<file path="config.mk">
export PLATFORM = sky130hd
export DESIGN_NAME = jt5205_romfeed_flat
export DESIGN_NICKNAME = d
export VERILOG_FILES = /design/src/rtl/jt5205_feed_pkg.sv /design/src/rtl/jt5205_romfeed_if.sv /design/src/rtl/jt5205_feed_fetch.sv /design/src/rtl/jt5205_romfeed.sv /design/src/flat_wrapper.sv
export SDC_FILE = /design/constraint.sdc
export NUM_CORES = 1
export LEC_CHECK = 0
export BUFFER_PORTS_ARGS = -buffer_cell sky130_fd_sc_hd__buf_2
export CAP_MARGIN = 40
export CORE_UTILIZATION = 50
export CTS_CLUSTER_DIAMETER = 50
export CTS_CLUSTER_SIZE = 25
export DETAILED_ROUTE_END_ITERATION = 10
export HOLD_SLACK_MARGIN = 0.15
export PLACE_DENSITY = 0.73
export SYNTH_ARGS = -nofsm -noshare
export SYNTH_HDL_FRONTEND = slang
export SYNTH_HIERARCHICAL = 1
export SYNTH_SLANG_ARGS = --single-unit
</file>
<file path="constraint.sdc">
create_clock -name clk -period 3 [get_ports clk]
set_input_delay 0.15 -clock clk [delete_from_list [all_inputs] [get_ports clk]]
set_output_delay 0.15 -clock clk [all_outputs]
set_load 0.02 [all_outputs]
</file>
<file path="src/rtl/jt5205_feed_pkg.sv">
// jt5205_feed_pkg: state encoding, widths and nibble-order helper for the jt5205 ROM feeder
package jt5205_feed_pkg;
  typedef enum logic [1:0] {IDLE, PREFETCH, PLAY} state_t;
  localparam bit HIGH_FIRST_DEF = 1'b1;
  localparam int DIN_W = 4;
  localparam int DATA_W = 8;
  function automatic logic [DIN_W-1:0] nibble(input logic [DATA_W-1:0] b, input logic second, input logic high_first);
    return (second ^ high_first) ? b[7:4] : b[3:0];
  endfunction
endpackage

</file>
<file path="src/rtl/jt5205_romfeed_if.sv">
// jt5205_romfeed_if: sample ROM request/acknowledge bus between feeder (master) and ROM (slave)
interface jt5205_romfeed_if import jt5205_feed_pkg::*; #(parameter int AW = 16);
  logic [AW-1:0] addr;
  logic cs;
  logic [DATA_W-1:0] data;
  logic ok;
  modport master (output addr, cs, input data, ok);
  modport slave (input addr, cs, output data, ok);
endinterface

</file>
<file path="src/rtl/jt5205_feed_fetch.sv">
// jt5205_feed_fetch: ROM handshake, wrapping address counter, 1-byte buffer and in-flight discard
module jt5205_feed_fetch import jt5205_feed_pkg::*; #(parameter int AW = 16) (
  input  logic clk,
  input  logic rst,
  jt5205_romfeed_if.master rom,
  input  logic en,
  input  logic load,
  input  logic reload,
  input  logic flush,
  input  logic take,
  input  logic [AW-1:0] start_addr,
  input  logic [AW-1:0] end_addr,
  output logic [DATA_W-1:0] buf_data,
  output logic buf_valid,
  output logic all_fetched,
  output logic cap
);
  logic [AW-1:0] addr, end_r, start_r;
  logic cs, discard;
  assign rom.addr = addr;
  assign rom.cs = cs;
  assign cap = cs && rom.ok && !discard;
  always_ff @(posedge clk) begin
    if (rst) begin
      addr <= '0;
      end_r <= '0;
      start_r <= '0;
      cs <= 1'b0;
      discard <= 1'b0;
      buf_data <= '0;
      buf_valid <= 1'b0;
      all_fetched <= 1'b0;
    end else begin
      if (cs && rom.ok) begin
        cs <= 1'b0;
        discard <= 1'b0;
        if (!discard) begin
          buf_data <= rom.data;
          buf_valid <= 1'b1;
          all_fetched <= addr == end_r;
          addr <= addr + 1'b1;
        end
      end else if (en && !cs && !buf_valid && !all_fetched) cs <= 1'b1;
      if (take) buf_valid <= 1'b0;
      if (reload) begin
        addr <= start_r;
        all_fetched <= 1'b0;
      end
      // an aborted request keeps cs up until the ROM answers, then drops its data
      if (flush) begin
        buf_valid <= 1'b0;
        if (cs && !rom.ok) discard <= 1'b1;
      end
      if (load) begin
        addr <= start_addr;
        start_r <= start_addr;
        end_r <= end_addr;
        all_fetched <= 1'b0;
        buf_valid <= 1'b0;
      end
    end
  end
endmodule

</file>
<file path="src/rtl/jt5205_romfeed.sv">
// jt5205_romfeed: streams ROM bytes as 4-bit ADPCM codes to a jt5205 decoder
// Optional sample looping with JT5205_FEED_LOOP_EN (adds the loop port).
module jt5205_romfeed import jt5205_feed_pkg::*; #(
  parameter int AW = 16,
  parameter bit HIGH_FIRST = HIGH_FIRST_DEF
) (
  input  logic clk,
  input  logic rst,
  input  logic cen_lo,
  input  logic start,
  input  logic stop,
  input  logic [AW-1:0] start_addr,
  input  logic [AW-1:0] end_addr,
  jt5205_romfeed_if.master rom,
  output logic [DIN_W-1:0] din,
  output logic adpcm_rst,
  output logic busy,
  output logic done,
  output logic underrun
`ifdef JT5205_FEED_LOOP_EN
  ,
  input  logic loop
`endif
);
  state_t state;
  logic phase, pend, lp;
  logic [DATA_W-1:0] shift, buf_data;
  logic buf_valid, all_fetched, cap;
  logic go, abort, flush, act, take, fin, en;
`ifdef JT5205_FEED_LOOP_EN
  assign lp = loop;
`else
  assign lp = 1'b0;
`endif
  always_comb begin
    go = state == IDLE && (start || pend) && !stop && !rom.cs;
    abort = state != IDLE && pend && !rom.cs;
    flush = state != IDLE && (stop || abort);
    en = state != IDLE && !flush;
    act = state == PLAY && cen_lo && !phase && !flush;
    take = act && buf_valid;
    fin = act && !buf_valid && all_fetched;
  end
  jt5205_feed_fetch #(.AW(AW)) u_fetch (
    .clk(clk),
    .rst(rst),
    .rom(rom),
    .en(en),
    .load(go),
    .reload(fin && lp),
    .flush(flush),
    .take(take),
    .start_addr(start_addr),
    .end_addr(end_addr),
    .buf_data(buf_data),
    .buf_valid(buf_valid),
    .all_fetched(all_fetched),
    .cap(cap)
  );
  always_ff @(posedge clk) begin
    if (rst) begin
      state <= IDLE;
      phase <= 1'b0;
      pend <= 1'b0;
      shift <= '0;
      din <= '0;
      done <= 1'b0;
      underrun <= 1'b0;
      busy <= 1'b0;
      adpcm_rst <= 1'b1;
    end else begin
      done <= 1'b0;
      // a pending restart survives the abort and is taken up from IDLE
      if (stop || abort) begin
        pend <= pend && !stop;
        if (state != IDLE) begin
          state <= IDLE;
          adpcm_rst <= 1'b1;
          busy <= 1'b0;
          phase <= 1'b0;
        end
      end else if (go) begin
        state <= PREFETCH;
        busy <= 1'b1;
        underrun <= 1'b0;
        pend <= 1'b0;
        phase <= 1'b0;
      end else begin
        if (start) pend <= 1'b1;
        if (state == PREFETCH && cap) state <= PLAY;
        if (state == PLAY) adpcm_rst <= 1'b0;
        if (take) begin
          shift <= buf_data;
          din <= nibble(buf_data, 1'b0, HIGH_FIRST);
          phase <= 1'b1;
        end
        if (state == PLAY && cen_lo && phase) begin
          din <= nibble(shift, 1'b1, HIGH_FIRST);
          phase <= 1'b0;
        end
        if (act && !buf_valid && !all_fetched) underrun <= 1'b1;
        if (fin) begin
          done <= 1'b1;
          if (!lp) begin
            state <= IDLE;
            adpcm_rst <= 1'b1;
            busy <= 1'b0;
          end
        end
      end
    end
  end
endmodule

</file>
<file path="src/flat_wrapper.sv">
// flat-port wrapper written by rule: the top's interface ports become plain ports
module jt5205_romfeed_flat import jt5205_feed_pkg::*;
#(
  parameter int AW = 16,
  parameter bit HIGH_FIRST = HIGH_FIRST_DEF
)
  (clk, rst, cen_lo, start, stop, start_addr, end_addr, din, adpcm_rst, busy, done, underrun, rom_addr, rom_cs, rom_data, rom_ok);
  jt5205_romfeed_if #(.AW(AW)) rom_i ();
  input  logic clk;
  input  logic rst;
  input  logic cen_lo;
  input  logic start;
  input  logic stop;
  input  logic [AW-1:0] start_addr;
  input  logic [AW-1:0] end_addr;
  output logic [DIN_W-1:0] din;
  output logic adpcm_rst;
  output logic busy;
  output logic done;
  output logic underrun;
  output wire logic [$bits(rom_i.addr)-1:0] rom_addr;
  output wire logic [$bits(rom_i.cs)-1:0] rom_cs;
  input wire logic [$bits(rom_i.data)-1:0] rom_data;
  input wire logic [$bits(rom_i.ok)-1:0] rom_ok;
  assign rom_addr = rom_i.addr;
  assign rom_cs = rom_i.cs;
  assign rom_i.data = rom_data;
  assign rom_i.ok = rom_ok;
  jt5205_romfeed #(.AW(AW), .HIGH_FIRST(HIGH_FIRST)) u_core (.clk(clk), .rst(rst), .cen_lo(cen_lo), .start(start), .stop(stop), .start_addr(start_addr), .end_addr(end_addr), .rom(rom_i), .din(din), .adpcm_rst(adpcm_rst), .busy(busy), .done(done), .underrun(underrun));
endmodule
</file>
==> impl_metrics.env <==
export IMPL_ctsLongestPathBuffers=2
export IMPL_synth_area_sq_um=3680
export IMPL_layout_cells_most_common="dfxtp_1"
export IMPL_grt_max_degree=57
export IMPL_fin_crit_sh=0.776
export IMPL_root_buffer="clkbuf_8"
export IMPL_clk_latency_ps=360
export IMPL_p_per_area_nw_per_um2=481
export IMPL_initial_utilization=0.530
export IMPL_p_comb_frac=0.175
export IMPL_start_kind="flip-flop"
export IMPL_r2r_start="u_core/state[1]"
export IMPL_syn2layout_area_growth_pct=26.1
export IMPL_synth_xor_area_frac=0.0476
export IMPL_ys_seq_elements=76
export IMPL_port_buffers=70
export IMPL_clkSinkCount=76
export IMPL_postRouteAntennaNets=0
export IMPL_worst_slew_pin_slew_ps=901
export IMPL_fmax_ghz=0.430
export IMPL_path_clk_slew_ps=80
export IMPL_synth_compound_area_frac=0.174
export IMPL_wire_per_inst_um=14.8
export IMPL_die_area_sq_um=7710
export IMPL_syn_nets=481
export IMPL_drv_slew=0
export IMPL_min_from="stop"
export IMPL_synth_area_top_cells="dfxtp_1 41%, mux2i_1 8.2%, nor2_1 6.3%, a21oi_1 5.6%, nand2_1 4.2%"
export IMPL_maxSlewHeadroom=0.400
export IMPL_grt_total_usage=0.253
export IMPL_synthMuxAreaShare=0.0815
export IMPL_synth_top_area_frac=0.413
export IMPL_yosysTopAreaCell="dfxtp_1"
export IMPL_irDropWorstVdd_mv=0.362
export IMPL_synth_fa_ha_area_frac=0.00340
export IMPL_cp_arrival_ps=2590
export IMPL_finalWeightedCongestion=0.892
export IMPL_grt_pass1_wl_um=15100
export IMPL_r2r_end="u_core/u_fetch/rom.addr[8]"
export IMPL_drcViolationCount=0
export IMPL_cts_inserted_buffers=9
export IMPL_grt_overflow_total=0
export IMPL_netlist_instances=434
export IMPL_netSwitchingPower_uw=684
export IMPL_layout_drive_gt1_share=0.188
export IMPL_synth_simple_gate_area_frac=0.229
export IMPL_n_antenna_cell=0
export IMPL_p_clk_frac=0.326
export IMPL_ctsHtreeMaxLevel=3
export IMPL_rows=30
export IMPL_vias=3524
export IMPL_antenna_found_initial=0
export IMPL_grt_pass1_vias=3268
export IMPL_fill_cells=580
export IMPL_dieWidth_um=87.8
export IMPL_ys_async_sr_fraction=0
export IMPL_cap_violations=0
export IMPL_worst_clock_skew_ps=11.2
export IMPL_post_cts_setup_buffers=0
export IMPL_hold_viol=0
export IMPL_synth_edf_count=0
export IMPL_wl_um=9370
export IMPL_p_leak_nw=1.79
export IMPL_status="finished clean"
export IMPL_rrSetupSlack_ps=670
export IMPL_rsz0062_at_grt="false"
export IMPL_drtIter0Drc=231
export IMPL_avgSynthCellArea_sq_um=8.48
export IMPL_rr_worst_depth=7
export IMPL_fin_crit_ps=2330
export IMPL_hold_path_class="in -> reg"
export IMPL_setup_tns_ps=0
export IMPL_p_seq_frac=0.499
export IMPL_io_pins=71
export IMPL_setup_viol=0
export IMPL_cp_end_kind="flip-flop"
export IMPL_finalPower_mw=2.23
export IMPL_power_switching_fraction=0.306
export IMPL_cp_required_ps=3270
export IMPL_vias_per_cell=5.58
export IMPL_path_class="reg -> reg"
export IMPL_final_cell_mix="76 x dfxtp_1, 70 x buf_2, 62 x nor2_1"
export IMPL_dpl_hpwl_um=6140
export IMPL_synth_top_family_by_area="simple AND/OR/NAND/NOR gates"
export IMPL_holdPathStages=2
export IMPL_final_nets=578
export IMPL_synth_flop_cell="dfxtp_1"
export IMPL_cts_tree="done"
export IMPL_chipHeight_um=87.8
export IMPL_yosys_warnings=6
export IMPL_synth_distinct_cells=58
export IMPL_ys_seq_area_frac=0.413
export IMPL_first_pass_iters=7
export IMPL_critPathMaxFanout=56
export IMPL_p_int_mw=1.55
export IMPL_core_area_sq_um=6940
export IMPL_hold_path_end="u_core/pend"
cell usage after synthesis (all sizes together) (2+ instances only):
cell     instances
o21ai           12
nor3            12
a21oi           41
nand4            7
clkbuf          15
a32oi            2
o221ai           2
and4             3
a211oi           9
nor3b            3
o21a             3
nand2           41
nand3b           2
xnor2           16
buf             14
a31oi            2
xor2             4
and2             2
a22oi            3
nand2b           9
dfxtp           76
o2111ai          2
a2111oi          2
nand3           10
nor2b            3
o31ai            6
a311oi           5
nor2            62
mux2i           30
inv             13
o211ai           2
nor4             6
flip-flops by register name, summed over array words and instances (netlist names), 2 cells and up, named ones only:
signal,cells
u_core/u_fetch/buf_data,8
u_core/din,4
u_core/u_fetch/end_r,16
u_core/state,2
u_core/u_fetch/start_r,16
u_core/u_fetch/rom.addr,16
u_core/shift,4
per-layer routing:
layer | GRT usage | routed length, um | vias up
met3 | 0.0518 | 508 | 19
li1 | - | - | 1736
met2 | 0.421 | 4500 | 122
met4 | 0.113 | 224 | 0
met5 | 0 | 0 | -
met1 | 0.314 | 4140 | 1647
layout make-up:
type / instances / area (sq um) / share of cell area
Inverter: 13 / 48.8 / 0.0105
Tap cell: 96 / 120 / 0.0259
Timing Repair Buffer: 115 / 793 / 0.171
Multi-Input combinational cell: 316 / 1980 / 0.426
Sequential cell: 76 / 1520 / 0.328
Clock inverter: 7 / 57.6 / 0.0124
Clock buffer: 9 / 124 / 0.0267
repair_timing:
action | CTS | global route
resized for setup | 0 | 0
hold endpoints to repair | 46 | 0
hold buffers | 42 | 0
cell families (layout without fill, tap and decap cells):
family	Yosys count	in the layout
other cells	1	1
flops	76	76
fa+ha+maj	1	1
buf+inv	42	144
simple gates	165	165
mux	30	30
compound gates	99	99
xor+xnor	20	20
power groups by stage:
stage / Clock [mW] / Sequential, mW / Combinational (mW)
6_report: 0.729 / 1.11 / 0.391
5_1_grt: 0.789 / 1.12 / 0.426
4_1_cts: 0.745 / 1.11 / 0.383
3_5_place_dp: 0 / 1.14 / 0.339
3_3_place_gp: 0 / 1.13 / 0.334
2_1_floorplan: 0 / 1.13 / 0.239
critical path, cell delays in order (launching register included):
cell and delay, ps:
dfxtp_1 380, nor3_1 260, nor3b_2 340, buf_4 600, a22oi_1 220, o21ai_0 130
a21oi_1 90, a211oi_1 220
worst max path at each step:
stage                          start                           to  cells after the start
2_1_floorplan  u_core/u_fetch/rom.cs   u_core/u_fetch/rom.addr[2]                      7
3_3_place_gp         u_core/state[1]  u_core/u_fetch/rom.addr[11]                      7
3_5_place_dp   u_core/u_fetch/rom.cs  u_core/u_fetch/rom.addr[11]                      7
4_1_cts              u_core/state[0]  u_core/u_fetch/rom.addr[11]                      7
5_1_grt        u_core/u_fetch/rom.cs  u_core/u_fetch/rom.addr[11]                      7
6_report             u_core/state[1]   u_core/u_fetch/rom.addr[8]                      7
per-stage QoR:
step	cells	setup WS, ps	cell area (sq um)	hold slack (ps)	utilization
3_5_place_dp	574	683	4040	393	0.582
6_report	632	673	4640	197	0.669
4_1_cts	632	669	4640	185	0.669
2_1_floorplan	434	778	3680	229	-
3_3_place_gp	574	798	4040	382	0.582
5_1_grt	632	452	4640	210	0.669
No activity file was read; power rests on OpenSTA's default activity.
